File: src/rtl/kgprisc_multicycle_sequencer.sv
// Multi-cycle instruction sequencer for KGPRISC: walks each instruction through
// fetch/decode/execute/memory/writeback, gates control strobes and counts retired instructions.
module kgprisc_multicycle_sequencer #(
  parameter int unsigned CNT_W    = 16,
  parameter int unsigned MAX_WAIT = 15
) (
  input  logic             clk,
  input  logic             rst,
  input  logic [7:0]       opcode,
  input  logic             branch_taken,
  input  logic             mem_ready,
  output logic             mem_req,
  output logic             mem_we,
  output logic             mem_addr_sel,
  output logic             ir_write,
  output logic             pc_incr,
  output logic             pc_load,
  output logic             alu_en,
  output logic             reg_write_en,
  output logic             mem_to_reg,
  output logic             link_sel,
  output logic             halted,
  output logic             illegal_op,
  output logic             mem_err,
  output logic [CNT_W-1:0] instr_count
);

  typedef enum logic [3:0] {
    StFetch, StDecode, StExec, StMem, StWb, StBranch, StLink, StHalt, StError
  } state_e;

  localparam logic [7:0] WaitLast = 8'(MAX_WAIT - 1);

  state_e           state_q, state_d;
  logic [7:0]       wait_q, wait_d;
  logic [CNT_W-1:0] count_q, count_d;
  logic             ill_q, ill_d;
  logic             merr_q, merr_d;
  logic             retire, waiting;
  logic [2:0]       cls;

  assign cls = opcode[7:5];

  always_comb begin
    state_d = state_q;
    ill_d   = ill_q;
    merr_d  = merr_q;
    retire  = 1'b0;
    waiting = 1'b0;
    case (state_q)
      StFetch: begin
        if (mem_ready) begin
          state_d = StDecode;
        end else if (wait_q == WaitLast) begin
          state_d = StError;
          merr_d  = 1'b1;
        end else begin
          waiting = 1'b1;
        end
      end
      StDecode: begin
        case (cls)
          3'b000, 3'b001, 3'b010: state_d = StExec;
          3'b011:                 state_d = StBranch;
          3'b100:                 state_d = StLink;
          3'b101: begin
            state_d = StHalt;
            retire  = 1'b1;
          end
          default: begin
            state_d = StError;
            ill_d   = 1'b1;
          end
        endcase
      end
      StExec: state_d = (cls == 3'b010) ? StMem : StWb;
      StMem: begin
        // Completion wins over timeout in the final waiting cycle.
        if (mem_ready) begin
          if (opcode[0]) begin
            state_d = StFetch;
            retire  = 1'b1;
          end else begin
            state_d = StWb;
          end
        end else if (wait_q == WaitLast) begin
          state_d = StError;
          merr_d  = 1'b1;
        end else begin
          waiting = 1'b1;
        end
      end
      StWb, StBranch, StLink: begin
        state_d = StFetch;
        retire  = 1'b1;
      end
      StHalt, StError: state_d = state_q;
      default: state_d = StFetch;
    endcase
    wait_d  = waiting ? wait_q + 8'd1 : 8'd0;
    count_d = (retire && (count_q != {CNT_W{1'b1}})) ? count_q + 1'b1 : count_q;
  end

  always_ff @(posedge clk or posedge rst) begin
    if (rst) begin
      state_q <= StFetch;
      wait_q  <= 8'd0;
      count_q <= '0;
      ill_q   <= 1'b0;
      merr_q  <= 1'b0;
    end else begin
      state_q <= state_d;
      wait_q  <= wait_d;
      count_q <= count_d;
      ill_q   <= ill_d;
      merr_q  <= merr_d;
    end
  end

  // State decodes are forced low while rst is held, since FETCH would otherwise request memory.
  always_comb begin
    mem_req      = 1'b0;
    mem_we       = 1'b0;
    mem_addr_sel = 1'b0;
    ir_write     = 1'b0;
    pc_incr      = 1'b0;
    pc_load      = 1'b0;
    alu_en       = 1'b0;
    reg_write_en = 1'b0;
    mem_to_reg   = 1'b0;
    link_sel     = 1'b0;
    halted       = 1'b0;
    if (!rst) begin
      case (state_q)
        StFetch: begin
          mem_req  = 1'b1;
          ir_write = mem_ready;
          pc_incr  = mem_ready;
        end
        StExec: alu_en = 1'b1;
        StMem: begin
          mem_req      = 1'b1;
          mem_addr_sel = 1'b1;
          mem_we       = opcode[0];
        end
        StWb: begin
          reg_write_en = 1'b1;
          mem_to_reg   = (cls == 3'b010);
        end
        StBranch: pc_load = branch_taken;
        StLink: begin
          reg_write_en = 1'b1;
          link_sel     = 1'b1;
          pc_load      = 1'b1;
        end
        StHalt, StError: halted = 1'b1;
        default: ;
      endcase
    end
  end

  assign illegal_op  = ill_q;
  assign mem_err     = merr_q;
  assign instr_count = count_q;

endmodule

File: config.mk
export PLATFORM = sky130hd
export DESIGN_NAME = kgprisc_multicycle_sequencer
export DESIGN_NICKNAME = d
export VERILOG_FILES = /design/src/rtl/kgprisc_multicycle_sequencer.sv
export SDC_FILE = /design/constraint.sdc
export NUM_CORES = 1
export LEC_CHECK = 0
export CORE_MARGIN = 3
export CORE_UTILIZATION = 45
export CTS_CLUSTER_DIAMETER = 50
export DETAILED_ROUTE_END_ITERATION = 10
export PLACE_DENSITY = 0.83
export SETUP_SLACK_MARGIN = 0.4
export SYNTH_ARGS = -nofsm -noshare
export SYNTH_HDL_FRONTEND = slang
export SYNTH_SLANG_ARGS = --single-unit
export TNS_END_PERCENT = 10
File: constraint.sdc
create_clock -name clk -period 2.9 [get_ports clk]
set_clock_uncertainty 0.05 [all_clocks]
set_input_delay 0.435 -clock clk [delete_from_list [all_inputs] [get_ports clk]]
set_output_delay 0.435 -clock clk [all_outputs]
set_load 0.05 [all_outputs]
# --- Word-level counts from Yosys, hierarchy flattened ---
# Index checks and enable logic that the tools add are counted.
word_totals:
  word_cells: 70
  ff_bits: 30
  inputBits: 12
  output_inout_bits: 29
classes:
  add_sub_neg: 2
  n_eq_ne: 15
  n_mux: 35
  reduce_logical: 11
  bitwise: 2
op_table:
  columns: ["cell", "count"]
  rows:
  - ["1-bit two-way mux", 25]
  - ["4-bit one-hot mux with 5 select lines", 1]
  - ["16-bit by 1-bit adder with 16-bit output (second input constant)", 1]
  - ["4-bit by 3-bit == test with 1-bit output (second input constant)", 4]
  - ["16-bit inequality test (second input constant)", 1]
  - ["4-bit one-hot mux with 4 select lines", 1]
  - ["4-bit two-way mux", 3]
  - ["8-bit by 1-bit adder with 8-bit output (second input constant)", 1]
  - ["4-bit by 2-bit == test with 1-bit output (second input constant)", 2]
  - ["8-bit by 4-bit == test with 1-bit output (second input constant)", 1]
  - ["8-bit two-way mux", 1]
  - ["3-bit by 2-bit == test with 1-bit output (second input constant)", 2]
  - ["3-bit == test (second input constant)", 2]
  - ["3-bit two-way mux", 2]
  - ["2-bit OR reduction", 3]
  - ["3-bit OR reduction", 2]
  - ["6-bit OR reduction", 1]
  - ["4-bit by 1-bit == test with 1-bit output (second input constant)", 1]
  - ["4-bit == test (second input constant)", 1]
  - ["4-bit zero test", 1]
  - ["3-bit by 1-bit == test with 1-bit output (second input constant)", 1]
  - ["3-bit zero test", 1]
  - ["1-bit one-hot mux with 3 select lines", 1]
  - ["3-bit AND reduction", 1]
  - ["4 further kinds", 5]

# --- Logic depth before layout (Yosys ltp) ---
depth:
  word_depth: 5
  ltp_mapped: 7
  mapped_depth_nobuf: 6

# --- Least setup slack after synthesis ---
# Ideal clock, no wire load.
synth_path:
  kind: "input port to output port"
  startpoint: "in rst"
  endpoint: "out mem_to_reg"
  path_stages: 3
  arrival_ps: 2987
  t_required_ps: 2415
  slack_ps: -572
  path_buffers: 0
  cell_sequence: "inv_1 nand3_1 nor4b_1"
synth_between:
  elab_chain_cells: 1
synth_lines:
  columns: ["item", "line", "source"]
  rows:
  - ["start: declaration", "8", "input logic rst,"]
  - ["1-bit two-way mux", "133", "if (!rst) begin"]
  - ["end: declaration", "20", "output logic mem_to_reg,"]
# No other way between the ends.

# --- Worst setup path after layout ---
layout_path:
  startpoint: "in opcode[6]"
  endpoint: "out mem_to_reg"
layout_between:
  elab_chain_cells: 3
layout_lines:
  columns: ["item", "line", "source"]
  rows:
  - ["start: declaration", "9", "input logic [7:0] opcode,"]
  - ["3-bit by 2-bit == test with 1-bit output", "148", "mem_to_reg = (cls == 3'b010);"]
  - ["1-bit two-way mux", "134", "case (state_q)"]
  - ["1-bit two-way mux", "133", null]
# No other way between the ends.

==> qor.yml <==
finish:
  mostFrequentLayoutCells: "30 x dfrtp_1, 25 x clkdlybuf4s50_1, 19 x nor2_1"
  layout_commonest_cell: "dfrtp_1"
  final_nets: 236
  fin_cells: 267
  syn_to_final_growth_pct: 28.0
  fillers: 315
  diodes: 0
  drive_gt1_share_pct: 15.4
timing:
  max_freq_mhz: 413
  whs_ns: 0.421
  fin_crit_ns: 2.42
  finalMaxSlewViolations: 0
  tightest_slew_ns: 0.508
  slew_headroom_pct: 66.0
  setup_violations: 0
  period_share_pct: 83.4
  rsz0062_at_grt: "yes"
  fin_setup_tns_ns: 0
  hold_viol_final: 0
placement:
  dp_hpwl_mm: 2.59
  globalplace.congestion: 0.859
  dp.cells: 260
  numPortBuffers: 36
logic_synthesis:
  synth_warnings: 0
  synth_top_area_cell: "dfrtp_1"
  synth.avg_cell_area_um2: 9.43
  synth_cells: 182
  synthDominantCellAreaShare_pct: 43.8
  ys.flop_type: "dfrtp_1"
  synth_cell_types: 43
  seq_area_frac_synth_pct: 43.8
  synth_edf_count: 0
  synthArstFlopShare_pct: 100
  synth-seq-cells: 30
  ys_top_cells_by_area: "dfrtp_1 44%, xnor2_1 7.1%, nor2_1 4.4%"
  synth_area_um2: 1720
  synth_fp_nets: 197
critical_path:
  cp-start-kind: "input port"
  crit_arrival_ns: 1.93
  r2r_setup_slack_ns: 0.82
  r2r-end: "instr_count[1]$_DFFE_PP0P_"
  path_class: "in2out"
  ff2ff_path_depth: 5
  crit_fanout: 8
  cp_data_required_time_ns: 2.41
  crit_path_end_kind: "primary output"
  reg2reg_from: "state_q[1]$_DFFE_PP0P_"
drt:
  routed_wl_mm: 3.64
  drt.antenna.violating_nets: 0
  viasPerCell: 5.59
  drc: 0
  wl_per_cell_um: 13.6
  vias: 1492
  drt_first_pass_iters: 7
  drtIter0Drc: 79
worst_hold_path:
  worstHoldStart: "illegal_op$_DFFE_PP0P_"
  worst_hold_path.endpoint: "illegal_op$_DFFE_PP0P_"
  worstHoldPathCells: 1
  hold_path.class: "reg2reg"
floorplanning:
  start_util_pct: 49.1
  die_y_um: 67.7
  core_um2: 3490
  die_x_um: 67.7
  io_pins: 41
  die-area_um2: 4590
  rows: 21
grt:
  grt_overflow: 0
  grt_first_pass_wirelength_mm: 6.44
  antenna_found_initial: 0
  grt_usage_pct: 18.9
  grt_max_degree: 30
  grt_pass1_vias: 1512
outcome:
  outcome: "completed"
clocking:
  cts_htree_levels: 2
  clk_pin_slew_worst_paths_ns: 0.06
  root_buffer: "clkbuf_8"
  max-clock-path-buffers: 2
  tritoncts: "done"
  insertion_delay_ns: 0.28
  clkSinkCount: 30
  numCtsBuffers: 5
pwr:
  total_power_mw: 1.75
  peakVddDrop_uv: 733
  p_leak_nw: 0.952
  p_per_area_nw_per_um2: 795
job:
  drv_cap: 0
-- sequential cells by signal, summed over array words and instances (netlist names) --
signal,count
illegal_op,1
instr_count,16
state_q,4
wait_q,8
mem_err,1
-- through the flow --
stage / area (µm²) / setup slack [ns] / utilization [%]
after global routing: 2200 / 0.291 / 62.8
after floorplan: 1730 / 0.369 / -
after global placement: 2120 / 0.448 / 60.5
final: 2200 / 0.481 / 62.8
after detailed placement: 2120 / 0.417 / 60.5
after CTS: 2190 / 0.298 / 62.8
-- critical path, stage by stage --
cell,delay (ns)
clkdlybuf4s50_1,0.59
nor3b_1,0.39
nor4b_2,0.27
buf_4,0.24
-- layer usage --
metal | up-vias | share of wire (%) | track usage (%)
met5 | - | 0 | 0
met4 | 0 | 2.2 | 8.61
met3 | 13 | 5.9 | 5.66
met2 | 54 | 45 | 29.6
met1 | 711 | 47 | 23.8
li1 | 714 | - | -
-- cells in the mapped netlist (2+ instances only) --
master / number
dfrtp_1: 30
nor2_1: 20
nand2_1: 14
nand3_1: 14
xnor2_1: 14
nand4_1: 9
inv_1: 8
and2_1: 6
xor2_1: 6
o21ai_0: 5
and3_1: 4
clkbuf_1: 4
nor3_1: 4
a21oi_1: 3
and4_1: 3
ha_1: 3
mux2_2: 3
nand3b_1: 3
buf_2: 2
nand3_2: 2
nor4_1: 2
o31ai_1: 2
-- where the power goes --
| group | leakage, nW | switching, mW | internal (mW) |
|---|---|---|---|
| combinational | 0.510 | 0.512 | 0.301 |
| clock | 0.0438 | 0.151 | 0.161 |
| sequential | 0.399 | 0.127 | 0.494 |
| total | 0.952 | 0.790 | 0.955 |
-- worst max path at each step --
stage          cells after the start  slack, ns              startpoint          to
6_report                           4       0.48               opcode[6]  mem_to_reg
5_1_grt                            4       0.29               opcode[6]  mem_to_reg
4_1_cts                            4       0.30  state_q[2]$_DFFE_PP0P_     mem_req
3_5_place_dp                       3       0.42                     rst     mem_req
3_3_place_gp                       3       0.45                     rst     mem_req
2_1_floorplan                      3       0.37  state_q[1]$_DFFE_PP0P_     pc_incr
-- cells by family after synthesis --
logic type	Yosys count	share of synthesized area, %
buffers and inverters	16	4.30
multiplexers	4	2.55
flip-flops	30	43.8
AND/OR/NAND/NOR	90	29.3
AO/OA/AOI/OAI	19	7.66
XOR/XNOR	20	10.2
adder cells (fa/ha/maj)	3	2.19
-- timing repair --
item / CTS / global route
hold buffers: 0 / 0
buffers inserted: 0 / 0
hold endpoints to repair: 0 / 0
endpoints found under the setup margin: 2 / 2
resized for setup: 1 / 1
-- cell type report --
cell class                 count  area (µm²)  area share [%]
clock buffer                   5        68.8            3.13
clock inverter                 2        10.0           0.456
inverter                       8        33.8            1.54
multi-input combinational    136         906            41.3
sequential                    30         751            34.2
tap                           46        57.6            2.62
timing repair buffer          40         369            16.8
(Power assumes the default switching activity.)
